$ cat src/rtl/q11_seq_right_shifter_pkg.sv
// Shared definitions for the sequential right shifter and its selector decoder.
package q11_pkg;

    localparam int DATA_W = 8;
    localparam int CNT_W  = $clog2(DATA_W);

    typedef enum logic [1:0] {
        IDLE,
        SHIFT,
        DONE
    } state_e;

endpackage

$ cat src/rtl/q11_seq_right_shifter_if.sv
// Request/result bundle between a requester and the sequential right shifter.
interface q11_seq_right_shifter_if #(
    parameter int W = 8
);

    logic         start;
    logic [W-1:0] din;
    logic [W-1:0] n;
    logic         ready;
    logic         done;
    logic [W-1:0] dout;
    logic         sticky;
    logic         err;

    modport master (
        output start, din, n,
        input  ready, done, dout, sticky, err
    );

    modport slave (
        input  start, din, n,
        output ready, done, dout, sticky, err
    );

endinterface

$ cat src/rtl/q11_seq_right_shifter_onehot_idx.sv
// One-hot selector decoder: bit index of the set bit, plus a flag that exactly one bit is set.
module q11_onehot_idx
    import q11_pkg::*;
#(
    parameter int W  = DATA_W,
    parameter int CW = CNT_W
) (
    input  logic [W-1:0]  sel,
    output logic [CW-1:0] idx,
    output logic          valid
);

    // NOTE: every output gets a default before the loop so no path leaves it unassigned (no latch).
    always_comb begin
        idx = '0;
        for (int i = 0; i < W; i++) begin
            if (sel[i]) begin
                idx = CW'(i);
            end
        end
        // A power of two has no bits in common with itself minus one.
        valid = (sel != '0) && ((sel & (sel - W'(1))) == '0);
    end

endmodule

$ cat src/rtl/q11_seq_right_shifter.sv
// Sequential logical right shifter: one bit per clock, sticky OR of the bits lost off the LSB.
module q11_seq_right_shifter
    import q11_pkg::*;
#(
    parameter int W = DATA_W
) (
    input  logic                     clk,
    input  logic                     rst,
    q11_seq_right_shifter_if.slave   bus
);

    localparam int CW = $clog2(W);

    state_e        state_q,  state_d;
    logic [W-1:0]  data_q,   data_d;
    logic [CW-1:0] cnt_q,    cnt_d;
    logic          sticky_q, sticky_d;
    logic          err_q,    err_d;
    logic          ready_q,  ready_d;
    logic          done_q,   done_d;

    logic [CW-1:0] sel_idx;
    logic          sel_valid;

    q11_onehot_idx #(
        .W  (W),
        .CW (CW)
    ) u_onehot_idx (
        .sel   (bus.n),
        .idx   (sel_idx),
        .valid (sel_valid)
    );

    always_comb begin
        state_d  = state_q;
        data_d   = data_q;
        cnt_d    = cnt_q;
        sticky_d = sticky_q;
        err_d    = err_q;

        unique case (state_q)
            IDLE: begin
                if (bus.start) begin
                    sticky_d = 1'b0;
                    if (sel_valid) begin
                        data_d  = bus.din;
                        cnt_d   = sel_idx;
                        err_d   = 1'b0;
                        state_d = SHIFT;
                    end else begin
                        data_d  = '0;
                        err_d   = 1'b1;
                        state_d = DONE;
                    end
                end
            end
            SHIFT: begin
                if (cnt_q != '0) begin
                    data_d   = {1'b0, data_q[W-1:1]};
                    sticky_d = sticky_q | data_q[0];
                    cnt_d    = cnt_q - 1'b1;
                end else begin
                    state_d = DONE;
                end
            end
            DONE:    state_d = IDLE;
            default: state_d = IDLE;
        endcase

        // Status flags registered from the next state so they depend on state alone.
        ready_d = (state_d == IDLE);
        done_d  = (state_d == DONE);
    end

    // NOTE: non-blocking assignments so every flop samples the pre-edge value of its peers.
    always_ff @(posedge clk) begin
        if (rst) begin
            state_q  <= IDLE;
            // NOTE: the data register is a plain flop, not a memory, so it is reset to keep dout defined.
            data_q   <= '0;
            cnt_q    <= '0;
            sticky_q <= 1'b0;
            err_q    <= 1'b0;
            ready_q  <= 1'b1;
            done_q   <= 1'b0;
        end else begin
            state_q  <= state_d;
            data_q   <= data_d;
            cnt_q    <= cnt_d;
            sticky_q <= sticky_d;
            err_q    <= err_d;
            ready_q  <= ready_d;
            done_q   <= done_d;
        end
    end

    assign bus.ready  = ready_q;
    assign bus.done   = done_q;
    assign bus.dout   = data_q;
    assign bus.sticky = sticky_q;
    assign bus.err    = err_q;

endmodule

$ cat src/flat_wrapper.sv
// flat-port wrapper written by rule: the top's interface ports become plain ports
module q11_seq_right_shifter_flat import q11_pkg::*;
#(
    parameter int W = DATA_W
)
  (clk, rst, bus_start, bus_din, bus_n, bus_ready, bus_done, bus_dout, bus_sticky, bus_err);
  q11_seq_right_shifter_if #(.W(W)) bus_i ();
  input  logic clk;
  input  logic rst;
  input wire logic [$bits(bus_i.start)-1:0] bus_start;
  input wire logic [$bits(bus_i.din)-1:0] bus_din;
  input wire logic [$bits(bus_i.n)-1:0] bus_n;
  output wire logic [$bits(bus_i.ready)-1:0] bus_ready;
  output wire logic [$bits(bus_i.done)-1:0] bus_done;
  output wire logic [$bits(bus_i.dout)-1:0] bus_dout;
  output wire logic [$bits(bus_i.sticky)-1:0] bus_sticky;
  output wire logic [$bits(bus_i.err)-1:0] bus_err;
  assign bus_i.start = bus_start;
  assign bus_i.din = bus_din;
  assign bus_i.n = bus_n;
  assign bus_ready = bus_i.ready;
  assign bus_done = bus_i.done;
  assign bus_dout = bus_i.dout;
  assign bus_sticky = bus_i.sticky;
  assign bus_err = bus_i.err;
  q11_seq_right_shifter #(.W(W)) u_core (.clk(clk), .rst(rst), .bus(bus_i));
endmodule
$ cat config.mk
export PLATFORM = sky130hd
export DESIGN_NAME = q11_seq_right_shifter_flat
export DESIGN_NICKNAME = d
export VERILOG_FILES = /design/src/rtl/q11_seq_right_shifter_pkg.sv /design/src/rtl/q11_seq_right_shifter_if.sv /design/src/rtl/q11_seq_right_shifter_onehot_idx.sv /design/src/rtl/q11_seq_right_shifter.sv /design/src/flat_wrapper.sv
export SDC_FILE = /design/constraint.sdc
export NUM_CORES = 1
export LEC_CHECK = 0
export CORE_MARGIN = 2
export CORE_UTILIZATION = 45
export DETAILED_ROUTE_END_ITERATION = 7
export GPL_TIMING_DRIVEN = 0
export PLACE_DENSITY = 0.78
export SYNTH_ARGS = -nofsm -noshare
export SYNTH_HDL_FRONTEND = slang
export SYNTH_HIERARCHICAL = 1
export SYNTH_SLANG_ARGS = --single-unit
$ cat constraint.sdc
create_clock -name clk -period 2.6 [get_ports clk]
set_clock_uncertainty 0.05 [all_clocks]
set_input_delay 0.39 -clock clk [delete_from_list [all_inputs] [get_ports clk]]
set_output_delay 0.39 -clock clk [all_outputs]
set_load 0.01 [all_outputs]
Word-level counts from Yosys, hierarchy flattened --
Index checks and enable logic that the tools add are counted.
Operators by class: $add $sub $neg 2, eq/ne operators 5, multiplexer cells 23, bitwise operators 2, reductions and logical operators 10
Operator list (count):
- 2-to-1 mux 3 bit | 9
- 2-to-1 mux 8 bit | 3
- one-hot mux 8 bit (2 select lines) | 1
- bitwise AND 8 bit | 1
- zero test 8 bit | 1
- nonzero test 8 bit | 1
- subtractor 8 x 1 -> 8 bit (second input constant) | 1
- 2-to-1 mux 2 bit | 3
- one-hot mux 3 bit (2 select lines) | 1
- zero test 2 bit | 2
- 2-to-1 mux 1 bit | 4
- != test 2 x 1 -> 1 bit (second input constant) | 2
- one-hot mux 2 bit (2 select lines) | 1
- AND reduction 4 bit | 1
- AND reduction 3 bit | 1
- nonzero test 3 bit | 1
- subtractor 3 x 1 -> 3 bit (second input constant) | 1
- == test 2 x 1 -> 1 bit (second input constant) | 1
- == test 2 bit (second input constant) | 1
- != test 2 bit (second input constant) | 1
- one-hot mux 1 bit (2 select lines) | 1
- AND reduction 2 bit | 1
- nonzero test 2 bit | 1
- logical AND 1 bit | 1
- bitwise OR 1 bit | 1
Storage, ports and cells: flip-flop bits (word level) 17, bits of input ports 19, logic and storage cells 49

Longest topological paths before layout --
Gate-level depths: netlist of run 1.
word-level depth 10, depth in mapped cells 8, mapped depth without buffers 7

Hierarchy --
Netlist of run 1, hierarchy kept.
By module, submodules not included:
- q11_seq_right_shifter | times used 1, cells an instance 92, area each 832.0 um2
- q11_onehot_idx | times used 1, cells an instance 23, area each 156.4 um2

Worst setup path before layout of run 1 --
OpenSTA, ideal clock, no wires.
path type input -> register, start input bus_n[1], end register u_core.data_q[0] (netlist: u_core/bus.dout[0]), setup time 91 ps, data arrival time 1869 ps, path slack 590 ps, cell stages on the path 7, path buffers 1, path through nor4_4 > xor2_1 > o41ai_1 > o22a_1 > clkbuf_1 > nand3_1 > a311oi_1
Between the ends: cells in the longest elaborated chain, start to end 7
RTL lines:
- start: declaration | RTL line flat_wrapper.sv:12 | input wire logic [$bits(bus_i.n)-1:0] bus_n;
- subtractor 8 x 1 -> 8 bit | RTL line q11_seq_right_shifter_onehot_idx.sv:22 | valid = (sel != '0) && ((sel & (sel - W'(1))) == '0);
- bitwise AND 8 bit | RTL line q11_seq_right_shifter_onehot_idx.sv:22
- zero test 8 bit | RTL line q11_seq_right_shifter_onehot_idx.sv:22
- logical AND 1 bit * | RTL line q11_seq_right_shifter_onehot_idx.sv:22
- net u_core.sel_valid | RTL line q11_seq_right_shifter.sv:23 | logic sel_valid;
- 2-to-1 mux 8 bit * | RTL line q11_seq_right_shifter.sv:45 | if (sel_valid) begin
- 2-to-1 mux 8 bit * | RTL line q11_seq_right_shifter.sv:43 | if (bus.start) begin
- one-hot mux 8 bit (2 select lines) * | RTL line q11_seq_right_shifter.sv:41 | unique case (state_q)
- end signal: assignment | RTL line q11_seq_right_shifter.sv:88 | data_q <= data_d;
- end: declaration | RTL line q11_seq_right_shifter.sv:15 | logic [W-1:0] data_q, data_d;
Mark *: on every way through the listed nets, which the timed path passes. The rest lies on a longest branch. The select of a mux whose other input is x is not followed. A chain may end at the register's enable or synchronous reset.

Final worst setup path of run 1 --
start input bus_n[2], end register u_core.data_q[3] (netlist: u_core/bus.dout[3])
The elaborated chain is that of the path after synthesis.

==> results of run 1 <==
==> final timing paths <==
kind / end
worst min-delay path: u_core/bus.dout[0]
worst min register to register: u_core/cnt_q[1]
worst max-delay path: u_core/bus.dout[3]
worst max register to register: u_core/bus.dout[3]
==> per-stage QoR <==
stage,cells,total power [mW]
after floorplan,115,0.342
after global placement,171,0.403
after detailed placement,171,0.407
after CTS,175,0.557
after global routing,175,0.577
final,175,0.548
==> layer usage <==
metal,vias up,track usage,share of wire
li1,477,-,-
met1,427,0.242,0.47
met2,19,0.320,0.48
met3,5,0.0263,0.026
met4,0,0.113,0.023
met5,-,0,0
==> logic make-up after synthesis <==
logic type,after synthesis
compound gates,26
fa+ha+maj,3
buf+inv,11
xor+xnor,1
flops,17
simple gates,57
==> sequential cells by signal, indices dropped and copies added (netlist names) <==
name	cells
u_core/bus.done	1
u_core/bus.dout	8
u_core/bus.err	1
u_core/bus.ready	1
u_core/bus.sticky	1
u_core/cnt_q	3
u_core/state_q	2
==> layout make-up <==
type / instances / share of cell area
Multi-Input combinational cell: 87 / 0.429
Clock inverter: 1 / 0.00373
Tap cell: 27 / 0.0252
Clock buffer: 3 / 0.0168
Buffer: 7 / 0.0438
Inverter: 4 / 0.0112
Timing Repair Buffer: 29 / 0.216
Sequential cell: 17 / 0.254
==> cells in the final DEF (no fill, tap or decap), drive strengths merged, types with 5 or more instances in the layout <==
cell type | netlist | layout
clkdlybuf4s50 | 0 | 29
nand2 | 11 | 11
dfxtp | 17 | 17
nand3 | 8 | 8
clkbuf | 3 | 6
a311oi | 7 | 7
nand2b | 5 | 5
nor2 | 18 | 18
a21oi | 7 | 7
==> critical path, delay by kind of cell <==
kind | cells | cell delay, ns
buffers and inverters | 2 | 0.75
and+or+nand+nor | 2 | 0.49
xor gates and xnor gates | 1 | 0.11
AOI/OAI and AO/OA | 3 | 0.77
==> where the power goes <==
part	switching, mW	internal, mW
registers	0.00946	0.273
clock network	0.0897	0.0575
logic	0.0515	0.0669
==> repair_timing <==
action,4_1_cts,5_1_grt
hold buffers,0,0
setup endpoints to repair,0,8
hold endpoints to repair,0,0
resized for setup,0,2
==> results.md, run 1 <==
- Peak supply drop: 0.000270 V
- Post-DP HPWL: 1680 µm
- Max-cap violations: 0
- Vias in the first global route: 885
- GR Util All Layers: 0.194
- WP data arrival: 2.51 ns
- Adder-cell share of the synthesized area: 0.0354
- Hold Vio Cnt, Final: 0
- Min Tclk post-route: 2.34 ns
- Die ar.: 2590 µm²
- XOR/XNOR Fraction of Synth Area: 0.00886
- Post-route clock period utilization: 0.902
- DP Area: 1310 µm²
- Congestion Overflow GR: 0
- Status: finished, final reports clean
- R2r worst-path depth: 7
- Wire per inst: 12.8 µm
- Ys flop type: dfxtp_1
- Setup violations, final: 0
- Fill count: 179
- Startpoint types: input port
- Buffer count from post-CTS setup fixing: 0
- Slew HR: 0.767
- Via count: 928
- GPL Wtd Cong: 0.734
- Critical path class: input port to register
- Total Routed Length: 2250 µm
- Final worst slack: 0.255 ns
- Syn Nets: 136
- First-pass GRT wire length: 3720 µm
- Clock latency on the worst-skew pair: 0.31 ns
- Max Slew Vio Count: 0
- Syn_area_per_cell: 8.60 µm²
- Drt drc: 0
- Ys async rst share: 0
- Initial core utilization: 0.489
- Most numerous cell in the Yosys netlist: nor2_1
- Seq cells post-synth: 17
- Port bufs: 29
- Area occupied by multi-input gates: 576 µm²
- Critical path origin: bus_n[2]
- Clk sinks: 17
- Simple-gate share of the synthesized area: 0.311
- Cell chain of the critical path: clkdlybuf4s50_1 -> nor4_4 -> xor2_1 -> o41ai_1 -> o22a_1 -> clkbuf_2 -> nand3_1 -> a311oi_1
- Post-synth top area share: 0.344
- Proportion of synthesized area in mux cells: 0
- Crit path max-delay cell type: clkdlybuf4s50_1
- CTS Buffer Depth: 2
- Reg2reg start: u_core/cnt_q[0]
- Synth cell types: 39
- Worst hold slack: 0.316 ns
- Initial antenna violation count: 0
- Mapped Cells: 115
- Place WS: -0.213 ns
- Number of diodes: 0
- H-tree levels: 1
- Highest clock rate: 0.426 GHz
- Critical-path maximum fanout: 10
- TritonCTS clock tree: yes
- Syn. warnings: 6
- Pleak: 0.469 nW
- Area grow syn2layout: 35.7%
- Synth area leaders: dfxtp_1 34%, nor2_1 6.8%, a311oi_1 6.2%
- Pre-antenna DRT Iters: 4
- RSZ-0062 raised after global routing: false
- Final core utilization: 0.663
- HP Start: rst
- Cell Area, Synth: 988 µm²
- Setup Total Neg Slack: 0 ns
- Flop2flop setup slack: 0.73 ns
- Share of cells above drive strength 1: 0.149
- Crit path largest cell delay: 0.50 ns
- Min-Delay Path Class: input port to register
- Pwr dens: 409 nW/µm²
- # IOs: 31
- Cell taking the most area after synthesis: dfxtp_1
- Worst setup EP type: register
- Routed vias/inst: 5.30
- Iter 0 DRT Violations: 19
- Number of flops mapped to enable cells by yosys: 0
- Die Span Y: 50.9 µm
- Clock Tree Root: clkbuf_4
- Hold depth: 2
- Largest net degree at the start of global routing: 11
- CTS Buf Count: 3
- Commonest cells in the synthesized netlist: 18 x nor2_1, 17 x dfxtp_1, 11 x nand2_1
- FF+latch area: 340 µm²
- Cell Rows: 16
- Largest family of logic cells by synthesized area: simple AND/OR/NAND/NOR gates
- Final Instance Area: 1340 µm²
- Core box area: 2020 µm²
- Critical path data required time: 2.77 ns
- Nets: 170
- Die Wd: 50.9 µm
- Final ANT Viol Nets: 0
- Sequential-to-total area share from yosys stat: 0.344
- Tightest Pin Transition: 0.349 ns
- Clk slew on worst S/H paths: 0.10 ns
- Synth Area in Compound Gates: 0.227
Note: power is estimated with default switching activity, not from simulation.
==> run 2, diff against run 1 <==
==> constraint.sdc (replaced) <==
create_clock -name clk -period 2.6 [get_ports clk]
set_clock_uncertainty 0.05 [all_clocks]
set_input_delay 0.39 -clock clk [delete_from_list [all_inputs] [get_ports clk]]
set_output_delay 0.39 -clock clk [all_outputs]
set_load 0.05 [all_outputs]
==> results of run 2 <==
The final DEF is identical to that of run 1. Status: finished, final reports clean.
Main changes from that run: total power 0.548 mW -> 0.581 mW; worst IR drop on VDD 0.000270 V -> 0.000296 V
